--- config.mk ---
export PLATFORM = sky130hd
export DESIGN_NAME = butterfly_sequencer
export DESIGN_NICKNAME = d
export VERILOG_FILES = /design/src/rtl/butterfly_sequencer.sv
export SDC_FILE = /design/constraint.sdc
export NUM_CORES = 1
export LEC_CHECK = 0
export ABC_CLOCK_PERIOD_IN_PS = 8000
export CAP_MARGIN = 20
export CORE_MARGIN = 2
export CORE_UTILIZATION = 45
export CTS_BUF_LIST = sky130_fd_sc_hd__clkbuf_4 sky130_fd_sc_hd__clkbuf_8
export CTS_CLUSTER_SIZE = 20
export DETAILED_ROUTE_END_ITERATION = 7
export GPL_TIMING_DRIVEN = 0
export PLACE_DENSITY = 0.63
export SETUP_SLACK_MARGIN = 0.02
export SYNTH_ARGS = -nofsm -noshare
export SYNTH_HDL_FRONTEND = slang
export SYNTH_SLANG_ARGS = --single-unit
export TNS_END_PERCENT = 50
--- constraint.sdc ---
create_clock -name fastclk -period 8 [get_ports fastclk]
set_input_delay 1.6 -clock fastclk [delete_from_list [all_inputs] [get_ports fastclk]]
set_output_delay 1.6 -clock fastclk [all_outputs]
set_load 0.05 [all_outputs]
--- src/rtl/butterfly_sequencer.sv ---
// -----------------------------------------------------------------------------
// butterfly_sequencer
//
// Sequencer for a radix-2 FFT butterfly, y = a + W*b and z = a - W*b.
// Operands are entered one byte at a time from the slide switches, and each
// byte is stepped in by the push switch. One shared 8x8 signed multiplier is
// driven through the four partial products. The four results are then shown
// one after another. W is kept across butterflies until reset.
//
// Ports
//   fastclk : 50 MHz board clock; all state changes on the rising edge
//   nReset  : asynchronous, active-low reset
//   step    : raw push-switch level, asynchronous to fastclk
//   din     : operand byte, two's complement
//             (W components are Q1.7; a and b components are integers)
//   led     : integer part (floor) of the selected result, saturated to 8 bits
//   result  : selected result at full precision, Q11.7 signed
//   busy    : high while the multiply sequence runs
//   done    : one-cycle pulse in the cycle the y/z registers load
//   phase   : current state code, for debug
// -----------------------------------------------------------------------------
module butterfly_sequencer #(
  parameter int RES_W = 18
) (
  input  logic             fastclk,
  input  logic             nReset,
  input  logic             step,
  input  logic [7:0]       din,
  output logic [7:0]       led,
  output logic [RES_W-1:0] result,
  output logic             busy,
  output logic             done,
  output logic [3:0]       phase
);

  localparam int DATA_W = 8;
  localparam int COEF_W = 8;
  localparam int PROD_W = DATA_W + COEF_W;
  localparam int ACC_W  = PROD_W + 1;

  typedef enum logic [3:0] {
    S_WRE = 4'd0,
    S_WIM = 4'd1,
    S_BRE = 4'd2,
    S_BIM = 4'd3,
    S_ARE = 4'd4,
    S_AIM = 4'd5,
    S_MUL = 4'd6,
    S_YRE = 4'd7,
    S_YIM = 4'd8,
    S_ZRE = 4'd9,
    S_ZIM = 4'd10
  } state_t;

  state_t state, state_nx;

  logic step_p1, step_p2, step_p3;
  logic pulse;

  logic signed [COEF_W-1:0] wre, wim;
  logic signed [DATA_W-1:0] bre, bim, are, aim;
  logic        [2:0]        m;

  logic signed [COEF_W-1:0] mul_x;
  logic signed [DATA_W-1:0] mul_y;
  logic signed [PROD_W-1:0] prod;
  logic signed [ACC_W-1:0]  prod_ext;

  logic signed [ACC_W-1:0]  acc_re, acc_im;
  logic signed [RES_W-1:0]  yre, yim, zre, zim;
  logic signed [RES_W-1:0]  res_sel;

  // Widen an accumulator value to the result width.
  function automatic logic signed [RES_W-1:0] ext_acc(input logic signed [ACC_W-1:0] v);
    return {{(RES_W-ACC_W){v[ACC_W-1]}}, v};
  endfunction

  // Place an integer operand on the Q.7 grid of the result.
  function automatic logic signed [RES_W-1:0] ext_a(input logic signed [DATA_W-1:0] v);
    return {{(RES_W-DATA_W-7){v[DATA_W-1]}}, v, 7'b0};
  endfunction

  // Floor of the integer part, clamped to the signed 8-bit range.
  function automatic logic [7:0] sat_led(input logic signed [RES_W-1:0] v);
    if ((v[RES_W-1:14] == '0) || (v[RES_W-1:14] == '1)) return v[14:7];
    else if (v[RES_W-1])                                return 8'h80;
    else                                                return 8'h7F;
  endfunction

  // ---- stage p1..p3: step synchronizer and registered rising-edge pulse ----
  always_ff @(posedge fastclk or negedge nReset) begin
    if (!nReset) begin
      step_p1 <= 1'b0;
      step_p2 <= 1'b0;
      step_p3 <= 1'b0;
      pulse   <= 1'b0;
    end else begin
      step_p1 <= step;
      step_p2 <= step_p1;
      step_p3 <= step_p2;
      pulse   <= step_p2 & ~step_p3;
    end
  end

  // ---- control: state register and next-state logic ----
  always_ff @(posedge fastclk or negedge nReset) begin
    if (!nReset) state <= S_WRE;
    else         state <= state_nx;
  end

  always_comb begin
    state_nx = state;
    case (state)
      S_WRE: if (pulse) state_nx = S_WIM;
      S_WIM: if (pulse) state_nx = S_BRE;
      S_BRE: if (pulse) state_nx = S_BIM;
      S_BIM: if (pulse) state_nx = S_ARE;
      S_ARE: if (pulse) state_nx = S_AIM;
      S_AIM: if (pulse) state_nx = S_MUL;
      // Pulses arriving here are dropped, not queued.
      S_MUL: if (m == 3'd4) state_nx = S_YRE;
      S_YRE: if (pulse) state_nx = S_YIM;
      S_YIM: if (pulse) state_nx = S_ZRE;
      S_ZRE: if (pulse) state_nx = S_ZIM;
      // W is kept; the next butterfly reloads only b and a.
      S_ZIM: if (pulse) state_nx = S_BRE;
      default:          state_nx = S_WRE;
    endcase
  end

  // ---- shared multiplier: the operand pair is selected by the step counter ----
  always_comb begin
    mul_x = wre;
    mul_y = bre;
    case (m)
      3'd1: begin mul_x = wim; mul_y = bim; end
      3'd2: begin mul_x = wre; mul_y = bim; end
      3'd3: begin mul_x = wim; mul_y = bre; end
      default: begin mul_x = wre; mul_y = bre; end
    endcase
  end

  assign prod     = mul_x * mul_y;
  assign prod_ext = {prod[PROD_W-1], prod};

  // ---- operand loads, multiply-accumulate, and y/z results ----
  always_ff @(posedge fastclk or negedge nReset) begin
    if (!nReset) begin
      wre    <= '0;
      wim    <= '0;
      bre    <= '0;
      bim    <= '0;
      are    <= '0;
      aim    <= '0;
      m      <= '0;
      acc_re <= '0;
      acc_im <= '0;
      yre    <= '0;
      yim    <= '0;
      zre    <= '0;
      zim    <= '0;
    end else begin
      if (pulse) begin
        case (state)
          S_WRE:   wre <= din;
          S_WIM:   wim <= din;
          S_BRE:   bre <= din;
          S_BIM:   bim <= din;
          S_ARE:   are <= din;
          S_AIM:   aim <= din;
          default: ;
        endcase
      end
      if (state == S_MUL) begin
        m <= m + 3'd1;
        case (m)
          3'd0: acc_re <= prod_ext;
          3'd1: acc_re <= acc_re - prod_ext;
          3'd2: acc_im <= prod_ext;
          3'd3: acc_im <= acc_im + prod_ext;
          3'd4: begin
            yre <= ext_a(are) + ext_acc(acc_re);
            yim <= ext_a(aim) + ext_acc(acc_im);
            zre <= ext_a(are) - ext_acc(acc_re);
            zim <= ext_a(aim) - ext_acc(acc_im);
          end
          default: ;
        endcase
      end else begin
        m <= '0;
      end
    end
  end

  // ---- display select and outputs ----
  always_comb begin
    res_sel = '0;
    case (state)
      S_YRE:   res_sel = yre;
      S_YIM:   res_sel = yim;
      S_ZRE:   res_sel = zre;
      S_ZIM:   res_sel = zim;
      default: res_sel = '0;
    endcase
  end

  assign result = res_sel;
  assign led    = sat_led(res_sel);
  assign busy   = (state == S_MUL);
  assign done   = (state == S_MUL) && (m == 3'd4);
  assign phase  = state;

endmodule
==> impl_metrics.ini, run 1 <==
[setup_path]
cpPeakStageDelay_ns = 0.57
critPathRequiredTime_ns = 8.37
cp-end-kind = flop
start_kind = flop
cp_slowest_cell = fa_1
crit_start = m[0]
timing.rr.start = m[0]
crit_path_frequent_cell = inv_1
crit_fanout = 9
arrival_ns = 8.04
crit_type = flop to flop

[grt]
grt_pass1_wl_um = 51300
grt_max_degree = 100
antenna_found_initial = 0
grt_usage_pct = 22.3
gr-total-overflow = 0
grt_pass1_vias = 9870

[place]
portBuffers = 42
globalplace.congestion = 0.888
pre_cts_slack_ns = -1.11
hpwl_um = 24800
dpl-instance-area_um2 = 13500

[cells_and_area]
utilization_pct = 51.7
stdcell_area_um2 = 14300
area_growth_syn_to_layout_pct = 13.6
antenna_cells = 0
drive_gt1_share_pct = 10.3
nets = 1651

[yosys]
synth.most_common_cell = nand2_1
yosysWarnings = 0
postSynth.topFlopCell = dfrtp_1
yosys.area_share.adder_pct = 20.2
synth_mux_area_share_pct = 5.96
synth_compound_area_share_pct = 16.2
syn_area_um2 = 12600
seq_area_frac_synth_pct = 32.3
synth_xor_area_share_pct = 5.57
synth_top_family_by_area = adder cells
syn_area_per_cell_um2 = 8.99
synth_top_area_cell = dfrtp_1
synth_cell_type_count = 68
synth_fp_nets = 1578
synthArstFlopShare_pct = 100
netlist_instances = 1403
synth-seq-cells = 163
synth.top_cell.area_share_pct = 32.3
synth.area.top_cells = dfrtp_1 (32%), ha_1 (10%), fa_1 (9.4%)
synth_edf_count = 0
yosys.area_share.simple_pct = 13.7
netlist_top_cells_count = nand2_1 (166), dfrtp_1 (163), inv_1 (156), nor2_1 (130), ha_1 (105)

[drt]
route.detailed.drc = 0
ant_nets = 0
drtPass1Iterations = 5
via_per_inst = 5.31
wirelength_um = 31200
drt-initial-drc-count = 547
vias = 9906
routedWlPerCell_um = 16.7

[die]
start_util_pct = 45.5
fp.coreArea_um2 = 27700
dieWidth_um = 171
dieArea_um2 = 29400
io_pins = 43
dieHeight_um = 171
row_count = 61

[sta]
setup_viol = 0
slew_violations = 0
fmax_ghz = 0.130
final_period_minus_worst_setup_slack_ns = 7.67
fin_skew_ns = 0.0236
grt_setup_unrepaired = false
worstMarginPinSlew_ns = 0.912
setup_slack_ns = 0.334
hold_viol_final = 0
finalCritPeriodShare_pct = 95.8
max_slew_margin_pct = 38.8

[clock_network]
clock_sink_count = 163
clock_latency_ns = 0.47
cts_tree = built
root_buffer = clkbuf_8
htree_levels = 4
numCtsBuffers = 17
clock_path_buffers = 2
clk_pin_slew_ns = 0.11

[run_status]
status = completed

[min_path]
hp-start = step_p1
min-delay-path-class = flop to flop

[flow_run]
drv_cap = 0
==> registers in the layout, summed over array words and instances, names as in the netlist <==
register / count
bre: 8
step_p1: 1
zim: 17
wim: 8
yim: 18
phase: 4
yre: 18
pulse: 1
acc_im: 17
m: 3
wre: 8
zre: 17
step_p2: 1
acc_re: 17
step_p3: 1
are: 8
bim: 8
aim: 8
==> stage by stage <==
step	hold WS (ns)	cells	setup TNS, ns
after floorplan	0.331	1403	0
after global placement	0.334	1823	-252.22
after detailed placement	0.336	1826	-4.59
after CTS	0.362	1859	0
after global routing	0.385	1867	0
final	0.361	1867	0
==> cell type report <==
cell class	count	area, um2
fillers	2607	13400
clock buffers	18	248
flip-flops and latches	163	4080
inverters	157	589
plain buffers	46	181
multi-input cells	1036	8020
clock inverters	14	128
repair buffers	55	603
well taps	378	473
==> worst max-delay path, delay by kind of cell (launching register included) <==
family / cells / cell delay [ns]
compound gates: 5 / 0.78
buf+inv: 7 / 0.63
flops: 1 / 0.43
mux: 1 / 0.36
simple gates: 8 / 1.09
fa+ha+maj: 10 / 4.00
xor+xnor: 1 / 0.25
==> metal layers <==
metal | wire [um] | GRT usage [%] | up-vias
met5 | 0 | 0 | -
met4 | 686 | 6.56 | 0
met3 | 768 | 2.35 | 33
met2 | 14900 | 37.4 | 158
met1 | 14900 | 30.7 | 4827
li1 | - | - | 4888
==> repair_timing <==
action,4_1_cts,5_1_grt
endpoints found under the setup margin,11,4
hold buffers,0,0
resized for setup,32,20
pin swaps,1,2
buffers inserted,2,8
==> path summary, 6_finish.rpt <==
path | to | slack, ns | depth (start not counted)
setup / recovery | acc_re[16] | 0.33 | 32
hold reg to reg | step_p2 | 0.36 | 0
max in group asynchronous | bre[0] | 6.04 | 2
setup reg to reg | acc_re[16] | 0.33 | 32
hold / removal | step_p2 | 0.36 | 0
min in group asynchronous | yre[16] | 1.17 | 1
==> placed cells by master (no fill, tap or decap), drive strengths merged, types with 3 or more instances in the layout <==
cell and instances:
nor2b 18, o211ai 5, nor4 4, and2 3
o21a 8, o21ai 105, ha 105, nor3 18
maj3 5, or2 14, o311ai 4, a21oi 68
o31ai 7, a22oi 36, a21o 19, o22ai 3
mux2 49, nand3 12, nand2b 10, nand4 3
clkbuf 60, a31oi 14, buf 18, nor2 130
nor3b 3, a211oi 16, and3 6, inv 169
clkdlybuf4s50 41, mux2i 20, dfrtp 163, xnor2 59
or3 3, xor2 19, nand2 166, fa 59
a31o 3, o21bai 14
==> cells by family (layout without fill, tap and decap cells) <==
family	Yosys count	count (layout)
adders and majority gates	169	169
muxes	69	69
xor gates and xnor gates	78	78
AOI/OAI and AO/OA	323	323
DFF	163	163
and+or+nand+nor	397	397
buffers and inverters	204	290
Power of run 1 is left out: the tool's default activity adds up to more than one toggle a clock period on the data nets, which glitch-free logic cannot reach.
==> run 2: changes to the inputs <==
- GPL_TIMING_DRIVEN: 0 -> default
==> run 2 against run 1 <==
First-iteration DRC count up 17%. Utilization down 1.2 points. Maximum frequency up 1.7%.
==> impl_metrics.ini, run 2 (same netlist as run 1, synthesis figures left out) <==
[sta]
setup_viol = 0
setup_slack_ns = 0.459
hold_ws_ns = 0.358
fin_skew_ns = 0.0216
fin_setup_tns_ns = 0
finalCritPeriodShare_pct = 94.3
slew_violations = 0
max_slew_margin_pct = 30.6
grt_setup_unrepaired = false
hold_viol_final = 0
fmax_ghz = 0.133
final_period_minus_worst_setup_slack_ns = 7.54
worstMarginPinSlew_ns = 1.04

[clock_network]
numCtsBuffers = 17
clock_sink_count = 163
cts_tree = built
root_buffer = clkbuf_8
htree_levels = 4
clock_path_buffers = 2
clk_pin_slew_ns = 0.11
clock_latency_ns = 0.48

[setup_path]
crit_type = flop to flop
timing.rr.start = m[0]
critPathTopFamily = adder cells
crit_fanout = 8
cp_slowest_cell = fa_1
cp-end-kind = flop
crit_buf_inv = 6
critPathRequiredTime_ns = 8.35
start_kind = flop
arrival_ns = 7.89
cpPeakStageDelay_ns = 0.54
crit_start = m[0]

[grt]
grt_pass1_wl_um = 49700
grt_max_degree = 107
gr-total-overflow = 0
grt_pass1_vias = 9576
grt_usage_pct = 21.6
antenna_found_initial = 0

[die]
row_count = 61
dieHeight_um = 171
start_util_pct = 45.5
fp.coreArea_um2 = 27700
io_pins = 43
dieArea_um2 = 29400
dieWidth_um = 171

[min_path]
hp-start = step_p1
min-delay-path-class = flop to flop

[cells_and_area]
final_common_cell = nand2_1
nets = 1623
largestRegisters = yim: 18 flops, yre: 18 flops
area_growth_syn_to_layout_pct = 10.9
fillCellCount = 2650
mostFrequentLayoutCells = nand2_1 (166), dfrtp_1 (163), inv_1 (156), nor2_1 (129), ha_1 (105)
antenna_cells = 0
drive_gt1_share_pct = 9.92
stdcell_area_um2 = 14000

[drt]
route.detailed.drc = 0
vias = 9774
ant_nets = 0
drt-initial-drc-count = 639
via_per_inst = 5.31
routedWlPerCell_um = 16.5
drtPass1Iterations = 5
wirelength_um = 30400

[place]
dpl-instance-area_um2 = 13600
globalplace.congestion = 0.920
portBuffers = 42
hpwl_um = 23600
pre_cts_slack_ns = 0.498

[run_status]
status = completed

[flow_run]
drv_cap = 0
[run 2: changes by cell type in the layout (fill, tap and decap cells not counted), sizes merged]
| cell | previous run | this run |
|---|---|---|
| inv | 169 | 165 |
| clkinvlp | 0 | 1 |
| clkbuf | 60 | 17 |
| clkinv | 2 | 6 |
| buf | 18 | 32 |
[run 2: path summary, 6_finish.rpt]
path | end | slack [ns] | depth (start not counted)
hold reg to reg | step_p2 | 0.36 | 0
setup reg to reg | acc_re[15] | 0.46 | 29
min in group asynchronous | zim[16] | 1.20 | 1
hold / removal | step_p2 | 0.36 | 0
max in group asynchronous | acc_re[8] | 5.29 | 2
setup / recovery | acc_re[15] | 0.46 | 29
[run 2: repair_timing]
action,in CTS,in global routing
hold buffers,0,0
buffers inserted,0,1
gates resized for setup,0,1
setup endpoints to repair,0,1
[run 2: area by class of cell]
class / count / area, um2 / share of cell area (%)
Clock buffer: 17 / 234 / 1.67
Clock inverter: 15 / 159 / 1.14
Inverter: 157 / 589 / 4.21
Multi-Input combinational cell: 1036 / 7790 / 55.7
Sequential cell: 163 / 4080 / 29.2
Tap cell: 378 / 473 / 3.38
Timing Repair Buffer: 73 / 654 / 4.68
[run 2: per-stage QoR]
stage	utilization (%)	std cells
after floorplan	-	1403
after global placement	49.0	1806
after detailed placement	49.0	1806
after CTS	50.4	1838
after global routing	50.5	1839
final	50.5	1839
[run 2: worst register-to-register path: cells and delay by family (launching register included)]
kind,cells,cell delay (ns)
flops,1,0.43
compound gates,8,1.66
simple gates,3,0.54
mux,1,0.11
xor+xnor,1,0.22
buf+inv,6,0.71
fa+ha+maj,10,3.73
[run 2: per-layer routing]
layer | global-route usage (%) | part of all wire (%)
met5 | 0 | 0
met4 | 5.71 | 1.5
met3 | 2.55 | 2.6
met2 | 35.9 | 47
met1 | 30.1 | 49
Power of run 2 is left out for the same reason.
